--- config.mk ---
export PLATFORM = sky130hd
export DESIGN_NAME = wb_regfile
export DESIGN_NICKNAME = d
export VERILOG_FILES = /design/src/rtl/wb_regfile.sv
export SDC_FILE = /design/constraint.sdc
export NUM_CORES = 1
export LEC_CHECK = 0
export BUFFER_PORTS_ARGS = -buffer_cell sky130_fd_sc_hd__buf_2
export CELL_PAD_IN_SITES_DETAIL_PLACEMENT = 0
export CELL_PAD_IN_SITES_GLOBAL_PLACEMENT = 1
export CORE_MARGIN = 4
export CORE_UTILIZATION = 45
export CTS_BUF_LIST = sky130_fd_sc_hd__clkbuf_4 sky130_fd_sc_hd__clkbuf_8
export CTS_CLUSTER_DIAMETER = 50
export CTS_CLUSTER_SIZE = 25
export DETAILED_ROUTE_END_ITERATION = 10
export GPL_TIMING_DRIVEN = 0
export HOLD_SLACK_MARGIN = 0.08
export PLACE_DENSITY_LB_ADDON = 0.25
export SLEW_MARGIN = 25
export SYNTH_ARGS = -nofsm -noshare
export SYNTH_HDL_FRONTEND = slang
export SYNTH_SLANG_ARGS = --single-unit
--- constraint.sdc ---
create_clock -name CLK -period 2.1 [get_ports CLK]
set_clock_uncertainty 0.1 [all_clocks]
set_input_delay 0.42 -clock CLK [delete_from_list [all_inputs] [get_ports CLK]]
set_output_delay 0.42 -clock CLK [all_outputs]
set_load 0.05 [all_outputs]
--- src/rtl/wb_regfile.sv ---
// Writeback-stage register file: 16 x N registers with an optional PC alias on
// register 15, same-cycle write-to-read bypass on both read ports, and a small
// amount of retirement bookkeeping (commit counter and last destination index).
module wb_regfile #(
  parameter int N      = 32,
  parameter int R15_PC = 1
) (
  input  logic         CLK,
  input  logic         RST,
  input  logic         RF_WE_i,
  input  logic         WBSelect_i,
  input  logic [N-1:0] ReadData_i,
  input  logic [N-1:0] AluResult_i,
  input  logic [3:0]   A3_i,
  input  logic [3:0]   A1_i,
  input  logic [3:0]   A2_i,
  input  logic [N-1:0] PC8_i,
  output logic [N-1:0] RD1_o,
  output logic [N-1:0] RD2_o,
  output logic [N-1:0] WD3_o,
  output logic [N-1:0] RetireCnt_o,
  output logic [3:0]   LastA3_o,
  output logic         LastValid_o
);

  localparam logic [3:0] PC_IDX = 4'd15;

  logic [N-1:0] regs [16];
  logic         pc_alias_on;
  logic         wr_dropped;
  logic         wr_commit;

  assign pc_alias_on = (R15_PC != 0);

  // A write aimed at the aliased PC slot is counted but never stored.
  assign wr_dropped = pc_alias_on && (A3_i == PC_IDX);
  assign wr_commit  = RF_WE_i && !wr_dropped;

  // Writeback source select, visible regardless of the write enable.
  always_comb begin
    WD3_o = WBSelect_i ? ReadData_i : AluResult_i;
  end

  // Read port 1: PC alias first, then same-cycle bypass, then stored value.
  always_comb begin
    RD1_o = regs[A1_i];
    if (pc_alias_on && (A1_i == PC_IDX)) begin
      RD1_o = PC8_i;
    end else if (wr_commit && (A1_i == A3_i)) begin
      RD1_o = WD3_o;
    end
  end

  // Read port 2: same priority as port 1, evaluated independently.
  always_comb begin
    RD2_o = regs[A2_i];
    if (pc_alias_on && (A2_i == PC_IDX)) begin
      RD2_o = PC8_i;
    end else if (wr_commit && (A2_i == A3_i)) begin
      RD2_o = WD3_o;
    end
  end

  // Register storage: cleared asynchronously, written on committed writebacks.
  always_ff @(posedge CLK or negedge RST) begin
    if (!RST) begin
      for (int i = 0; i < 16; i++) begin
        regs[i] <= '0;
      end
    end else if (wr_commit) begin
      regs[A3_i] <= WD3_o;
    end
  end

  // Retirement bookkeeping: every enabled writeback counts, dropped ones too.
  always_ff @(posedge CLK or negedge RST) begin
    if (!RST) begin
      RetireCnt_o <= '0;
      LastA3_o    <= '0;
      LastValid_o <= 1'b0;
    end else if (RF_WE_i) begin
      RetireCnt_o <= RetireCnt_o + N'(1);
      LastA3_o    <= A3_i;
      LastValid_o <= 1'b1;
    end
  end

endmodule

# Word level (Yosys, flattened, before mapping)

Cells that the tools add are included.

Add/subtract/negate cells: 1
Order comparisons: 4
Equal/unequal tests: 5
Multiplexer cells: 14
Bitwise gates (word level): 3
Reduce and logical (&&, ||, !) cells: 5

Operators by type and width:

| cell                    | count |
|---|---|
| $bwmux W512             | 1 |
| $mux W32                | 10 |
| $bmux W32 S4            | 2 |
| $demux W32 S4           | 1 |
| $add A32 B1 Y32 const B | 1 |
| $ge A5 B5 Y1 const B    | 3 |
| $not A4 Y5              | 3 |
| $eq A4 B4 Y1 const B    | 3 |
| $eq A4 B4 Y1            | 2 |
| $lt A5 B1 Y1 const B    | 1 |
| $logic_and A1 B1 Y1     | 4 |
| $logic_not A1 Y1        | 1 |

Flip-flop bits (word level): 549
Input bits: 112
Output and inout port bits: 133
Word-level logic and storage cells: 51

# Longest topological paths before layout

Gate-level depths: netlist of the first run.

Depth in word-level cells: 6
Depth in mapped cells: 8

# Worst setup path after synthesis of the first run

OpenSTA, ideal clock, no wires.

Kind: input-to-output
From: input A1_i[0]
To: output RD1_o[21]
Arrival: 2.666 ns
Path slack: -1.086 ns
Cell stages on the path: 8
Cells stage by stage: buf_6 -> buf_6 -> buf_6 -> xnor2_2 -> nand4_1 -> o21a_2 -> buf_6 -> a221oi_1

Word-level cells in the longest chain between the ends: 6
Elaborated cells on any way between the ends: 9
Classes of those cells: eq/ne (2); mux (5); bitwise (1); reduce/logical (1)

RTL lines:

| what                                        | RTL line | RTL |
|---|---|---|
| from (decl)                                 | 15       | `input logic [3:0] A1_i,` |
| $not A4 Y5 (implied by the code)            | 46       | `RD1_o = regs[A1_i];` |
| $bmux W32 S4                                | 46       |  |
| $mux W32 (implied by the code) (2 in a row) | 46       |  |
| $mux W32                                    | 49       | `end else if (wr_commit && (A1_i == A3_i)) begin` |
| $mux W32 *                                  | 47       | `if (pc_alias_on && (A1_i == PC_IDX)) begin` |
| to (decl)                                   | 18       | `output logic [N-1:0] RD1_o,` |

Mark *: on every way between the ends. The rest lies on a longest branch, timed or not. The select of a mux whose other input is x is not followed.

# Worst setup path after layout of the first run

From: register regs[371] (netlist bit)
To: output RD2_o[19]

Word-level cells in the longest chain between the ends: 5

RTL lines:

| what                                        | RTL line | RTL |
|---|---|---|
| from (decl)                                 | 28       | `logic [N-1:0] regs [16];` |
| from (signal, indexed assignment)           | 71       | `regs[A3_i] <= WD3_o;` |
| $bmux W32 S4                                | 56       | `RD2_o = regs[A2_i];` |
| $mux W32 (implied by the code) (2 in a row) | 56       |  |
| $mux W32                                    | 59       | `end else if (wr_commit && (A2_i == A3_i)) begin` |
| $mux W32                                    | 57       | `if (pc_alias_on && (A2_i == PC_IDX)) begin` |
| to (decl)                                   | 19       | `output logic [N-1:0] RD2_o,` |

No other way between the ends. The select of a mux whose other input is x is not followed.

==> summary.md, run 1 <==
| Metric | Value |
|---|---|
| Status | finished, violations left |
| Failing checks | negative setup slack |
| Sw power | about 0.012 W |
| Clock Sinks | 549 |
| Max Freq | between 0.3 and 0.4 GHz |
| Seq/Total Area, Yosys | 0.479 |
| Die span in x | 260 µm |
| Syn_nets | ~2.6k |
| Via count | 25.1k |
| Mapped Cells | between 2k and 3k |
| Internal power | ~0.022 W |
| Layout fillers | between 5k and 6k |
| Nets@finish | between 3k and 4k |
| Slew HR | 0.339 |
| Worst-Skew Late Latency | roughly 0.7 ns |
| Vias in the first global route | between 20k and 30k |
| Yosys synthesis warning count | 0 |
| Clock network fraction of design power | 0.251 |
| WP data required | around 1.6 ns |
| Crit path max fanout | 3 |
| Fin util | 0.593 |
| Post-Syn Area | approximately 29000 µm² |
| Final hold violation count | 0 |
| Max Cap Viol | 0 |
| First-pass GRT wire length | roughly 170000 µm |
| RSZ-0062 raised after global routing | yes |
| Vias per cell | around 6.4 |
| Layout area overhead | 30.4% |
| Placer congestion estimate | ~0.9 |
| DRC viols | 0 |
| Post-synth EDFFs | 0 |
| Synth Register Bits | 549 |
| Top-count cell post-synth | dfrtp_1 |
| Area share of the largest cell type after synthesis | 0.479 |
| Cell type with the highest aggregate area in the netlist | dfrtp_1 |
| Multi-input combinational cell area | about 15000 µm² |
| Wirelength per Cell | between 30 and 40 µm |
| Tmin final | approximately 2.9 ns |
| Starting Density | 0.455 |
| Final Max Tran Viols | 0 |
| TritonRoute pass-1 iters | 6 |
| Clock Pin Slew Worst Setup and Hold Paths | around 0.11 ns |
| # placed instances | about 3.6k |
| GRT overflow | 0 |
| Startpoint Class | register |
| Iteration-0 DRC Markers | approximately 3.1k |
| Rows | 92 |
| Bufs on Longest Clock Path | 3 |
| Synth unique cells | 43 |
| Gr usage total | 0.343 |
| Logic pwr share | 0.329 |
| Endpoints failing setup | 93 |
| Max IR drop VDD | 0.000541 V |
| LEAKAGE | 15.4 nW |
| CP startpoint | regs[371] |
| Async set or reset register ratio after synthesis | 1.00 |
| PortBufs | 236 |
| H-tree depth | 2 |
| Power Density | approximately 900 nW/µm² |
| Critical path type | register to output port |
| Ranking of synthesized cells by area | dfrtp_1 48%, mux4_2 20%, a21oi_1 5.0% |
| Fin crit share | 1.36 |
| Worst setup margin | -0.755 ns |
| Detailed placement HPWL | between 70000 and 80000 µm |
| Commonest cells post-synth | 549 x dfrtp_1, 368 x nor2_1, 288 x a21oi_1, 251 x mux4_2, 210 x nand2_1 |
| Worst reg2reg startpoint | RetireCnt_o[0] |
| Core footprint | 63100 µm² |
| CP arrival | about 2.3 ns |
| CTS root buf | clkbuf_8 |
| Total Routed Length | 117000 µm |
| Io pins | approximately 250 |
| Worst reg2reg setup slack | ~0.22 ns |
| Largest net degree at the start of global routing | 97 |
| Die Y | 260 µm |
| Register share of total power | 0.420 |
| Die ar. | 67800 µm² |
| Worst Max-Slew Pin Slew | 0.992 ns |
| Initial antenna violation count | 2 |
| CP Capture Type | output port |
| Reg area | 13700 µm² |
| Post-Syn Area per Cell | approximately 11 µm² |
| Ys flop type | dfrtp_1 |
| Post-Layout Cell Count | a little under 4k |
| TritonCTS clock tree | yes |
| Min-delay src | AluResult_i[25] |
| TritonCTS buffer count | between 60 and 70 |
| Worst hold path class | input pin to register |
| Antenna Nets Post-Route | 0 |
| Switching Share | 0.360 |
| Post-Place Setup Slack | -1.52 ns |
| Ratio of cells with drive above 1 in the final layout | 0.380 |
through the flow:
stage | setup TNS (ns) | total power, W | cell area, µm² | hold WS, ns
floorplan | -29.14 | 0.0217 | 30400 | 0.0244
global placement | -6210.22 | 0.0240 | 32600 | 0.344
detailed placement | -339.62 | 0.0245 | 32800 | 0.279
CTS | -47.12 | 0.0343 | 36800 | 0.0842
global route | -48.30 | 0.0361 | 37400 | 0.0940
finish | -44.05 | 0.0346 | 37400 | 0.0857
power by group through the flow:
stage	registers (W)	logic [W]	clock network, W
global route	0.0148	0.0121	0.00924
CTS	0.0145	0.0110	0.00878
global placement	0.0144	0.00955	0
finish	0.0145	0.0114	0.00870
floorplan	0.0144	0.00729	0
detailed placement	0.0147	0.00983	0
routing by layer:
metal  vias up  track usage  part of all wire
met4         0        0.180             0.062
met3       422       0.0987              0.12
li1      10274            -                 -
met5         -            0                 0
met1     12728        0.437              0.36
met2      1713        0.537              0.47
critical path, cell delays in order, from the launching register on:
cell,delay [ns]
dfrtp_1,0.42
mux4_2,0.47
a22oi_2,0.23
and3_4,0.23
a221oi_4,0.07
buf_6,0.16
final cells by class:
class | instances | share of cell area
diodes | 2 | 0.000134
clock inverters | 49 | 0.0155
well taps | 846 | 0.0283
inverters | 35 | 0.00629
repair buffers | 435 | 0.101
flip-flops and latches | 549 | 0.367
plain buffers | 266 | 0.0489
clock buffers | 67 | 0.0247
multi-input cells | 1656 | 0.408
cell usage in the layout (no fill, tap or decap), types with 32 or more instances in the layout:
master	n
buf_4	169
mux4_2	256
a221oi_4	64
buf_6	122
o21ai_0	188
dfrtp_1	549
mux2i_4	32
nor2_1	359
nand2_1	210
o22a_1	60
clkbuf_8	67
a21oi_1	288
clkbuf_1	87
o221ai_2	58
xnor2_1	33
buf_2	200
cells by family (layout without fill, tap and decap cells):
family / count (synthesis) / count (layout) / synth area share
AO/OA/AOI/OAI: 671 / 671 / 0.149
AND/OR/NAND/NOR: 652 / 652 / 0.0921
flip-flops: 549 / 549 / 0.479
buffers and inverters: 311 / 852 / 0.0520
multiplexers: 293 / 293 / 0.215
XOR/XNOR: 39 / 39 / 0.0124
adder cells (fa/ha/maj): 1 / 1 / 0.000436
other: 0 / 2 / 0
path summary, 6_finish.rpt:
kind / end / depth (start not counted)
worst min register to register: LastValid_o / 1
worst min-delay path: regs[473] / 4
max in group asynchronous: RetireCnt_o[8] / 5
worst max-delay path: RD2_o[19] / 5
min in group asynchronous: regs[174] / 2
worst max register to register: RetireCnt_o[24] / 6
state kept, by name (all words and copies together) (netlist names):
register     cells
LastA3_o         4
RetireCnt_o     32
LastValid_o      1
regs           512
what timing repair did:
item                                    in CTS  in global routing
endpoints found under the setup margin     107                369
resized for setup                          334                116
pin swaps                                   65                 34
endpoints found under the hold margin      383                  7
buffers inserted                           101                 53
hold buffers                                34                  3
cloned                                       3                  1
No activity file was read; power rests on OpenSTA's default activity.
==> run 2: changes to the inputs <==
- CORE_UTILIZATION: 45 -> 50
- clock period: 2.1 -> 2.86 ns (I/O delays scaled with it)
==> summary.md, run 2 (synthesis results as in run 1) <==
| Metric | Value |
|---|---|
| CP max-delay cell | a221oi_4 |
| Slew HR | 0.201 (-0.137) |
| Wirelength per Cell | 30.5 µm (+1.6%) |
| Bufs on Longest Clock Path | 3 (unchanged) |
| Worst reg2reg setup slack | 0.74 ns (+0.52 ns) |
| WP data required | 2.19 ns (+0.61 ns) |
| Clock Sinks | 549 (unchanged) |
| GRT overflow | 0 (unchanged) |
| Top flop regs | regs (512), RetireCnt_o (32), LastA3_o (4) |
| Max Cap Viol | 0 (unchanged) |
| Clock network fraction of design power | 0.252 (about the same) |
| Max Freq | 0.326 GHz |
| Io pins | 245 (unchanged) |
| Sw power | 0.00902 W (-28%) |
| Worst hold path class | input pin to register |
| CP Capture Type | output port |
| Layout fillers | 4515 (-15%) |
| Vias in the first global route | 25.5k (-1.2%) |
| Vias per cell | 6.74 (+4.6%) |
| Power Density | 697 nW/µm² (-25%) |
| CTS root buf | clkbuf_8 |
| Gr usage total | 0.370 (+0.0265) |
| Tmin final | between 3 and 4 ns |
| Initial antenna violation count | 1 (-1) |
| Placed Area | 31200 µm² (-4.7%) |
| Post-Layout Cell Count | 3736 (-4.3%) |
| Top reg by flops | regs |
| Largest net degree at the start of global routing | 97 (unchanged) |
| Commonest non-fill, non-tap cells in the layout | 549 x dfrtp_1, 364 x nor2_1, 288 x a21oi_1 |
| Crit path max fanout | 7 (+4) |
| Clock Pin Slew Worst Setup and Hold Paths | 0.09 ns (-0.02 ns) |
| Most frequent cell on the critical path | buf_12 |
| CP arrival | 2.40 ns (+0.06 ns) |
| Nets@finish | 3042 (-2.4%) |
| Placer congestion estimate | 0.922 (+2.6%) |
| Commonest non-fill, non-tap cell in the layout | dfrtp_1 |
| Design Area, Final | 35900 µm² (-4.0%) |
| Rows | 87 (-5.4%) |
| Worst Max-Slew Pin Slew | 1.19 ns (+0.201 ns) |
| LEAKAGE | 15.0 nW (-2.6%) |
| # placed instances | 3515 (-2.5%) |
| Total Routed Length | 114000 µm (-2.8%) |
| Final Max Tran Viols | 0 (unchanged) |
| Status | finished, violations left |
| Endpoints failing setup | 63 (-32%) |
| Worst setup margin | -0.211 ns (+0.544 ns) |
| Core footprint | 56600 µm² (-10%) |
| Internal power | 0.0160 W (-28%) |
| Detailed placement HPWL | 74400 µm (-3.5%) |
| Critical path type | input pin to output port |
| First-pass GRT wire length | 165000 µm (-2.7%) |
| Top delay family on crit path | buffers and inverters |
| Ratio of cells with drive above 1 in the final layout | 0.361 (-0.0196) |
| Die span in x | 248 µm (-5.0%) |
| Crit path buf inv count | 5 (+4) |
| Starting Density | 0.507 (+0.0520) |
| Layout area overhead | 25.2% |
| TritonCTS clock tree | yes |
| Fin util | 0.634 (+0.0414) |
| Antenna Nets Post-Route | 0 (unchanged) |
| TritonRoute pass-1 iters | 6 (unchanged) |
| CP peak stage delay | 0.38 ns (-0.09 ns) |
| Final hold violation count | 0 (unchanged) |
| Failing checks | negative setup slack |
| PortBufs | 236 (unchanged) |
| Fin crit share | 1.07 |
| H-tree depth | 2 (unchanged) |
| Die ar. | 61300 µm² (-9.7%) |
| Worst-Skew Late Latency | 0.70 ns (-0.02 ns) |
| Largest register FFs | 512 (unchanged) |
| DRC viols | 0 (unchanged) |
| Max IR drop VDD | 0.000416 V (-23%) |
| Critical Path, Cell by Cell | buf_12 > buf_12 > buf_12 > xnor2_4 > nand4_1 > o21a_4 > buf_12 > a221oi_4 > buf_6 |
| Die Y | 248 µm (-5.0%) |
| Switching Share | 0.360 (about the same) |
| Startpoint Class | input pin |
| Total Power | 0.0250 W (-28%) |
| Iteration-0 DRC Markers | 3221 (+3.7%) |
| Post-Place Setup Slack | -1.13 ns (+0.392 ns) |
| Register share of total power | 0.428 (+0.008) |
| RSZ-0062 raised after global routing | yes |
| Via count | 25.2k (+0.099%) |
| Logic pwr share | 0.320 (-0.009) |
| TritonCTS buffer count | 59 (-3.3%) |
[run 2: power groups by stage]
stage | logic (W) | clock network [W] | registers, W
2_1_floorplan | 0.00490 | 0 | 0.0105
3_3_place_gp | 0.00652 | 0 | 0.0106
3_5_place_dp | 0.00674 | 0 | 0.0108
4_1_cts | 0.00762 | 0.00633 | 0.0106
5_1_grt | 0.00851 | 0.00667 | 0.0109
6_report | 0.00802 | 0.00631 | 0.0107
[run 2: final timing paths]
path	from	endpoint	depth (start not counted)
worst min-delay path	AluResult_i[27]	regs[251]	3
min in group asynchronous	RST	regs[15]	2
worst max register to register	RetireCnt_o[0]	RetireCnt_o[24]	6
worst max-delay path	A2_i[0]	RD2_o[19]	9
max in group asynchronous	RST	regs[356]	5
worst min register to register	LastValid_o	LastValid_o	1
[run 2: area by class of cell]
cell class	count	area [µm²]	share of cell area
well taps	756	946	0.0263
multi-input cells	1656	15000	0.417
plain buffers	276	1960	0.0545
clock inverters	46	569	0.0159
diodes	1	2.50	0.0000697
repair buffers	352	2720	0.0757
clock buffers	65	882	0.0246
inverters	35	131	0.00366
flip-flops and latches	549	13700	0.383
[run 2: metrics by stage]
step / TNS, ns / hold slack, ns
after floorplan: -11.73 / 0.176
after global placement: -5615.79 / 0.343
after detailed placement: -180.87 / 0.280
after CTS: -3.24 / 0.0919
after global routing: -6.78 / 0.0902
final: -4.96 / 0.0904
[run 2: what timing repair did]
action,CTS,global route
pin swaps,47,40
buffers inserted,68,38
cloned,3,1
hold buffers,1,0
endpoints found under the setup margin,96,70
gates resized for setup,440,75
endpoints found under the hold margin,179,0
[run 2: worst min-delay path: cells and delay by family]
family,cells,cell delay [ns]
buffers and inverters,1,0.10
multiplexers,1,0.07
AO/OA/AOI/OAI,1,0.15
[run 2: layer usage]
| layer | track usage | wire [µm] | vias up | part of all wire |
|---|---|---|---|---|
| met5 | 0 | 0 | - | 0 |
| li1 | - | - | 10103 | - |
| met1 | 0.483 | 41600 | 12824 | 0.36 |
| met4 | 0.200 | 7070 | 0 | 0.062 |
| met3 | 0.119 | 13700 | 427 | 0.12 |
| met2 | 0.554 | 51700 | 1808 | 0.45 |
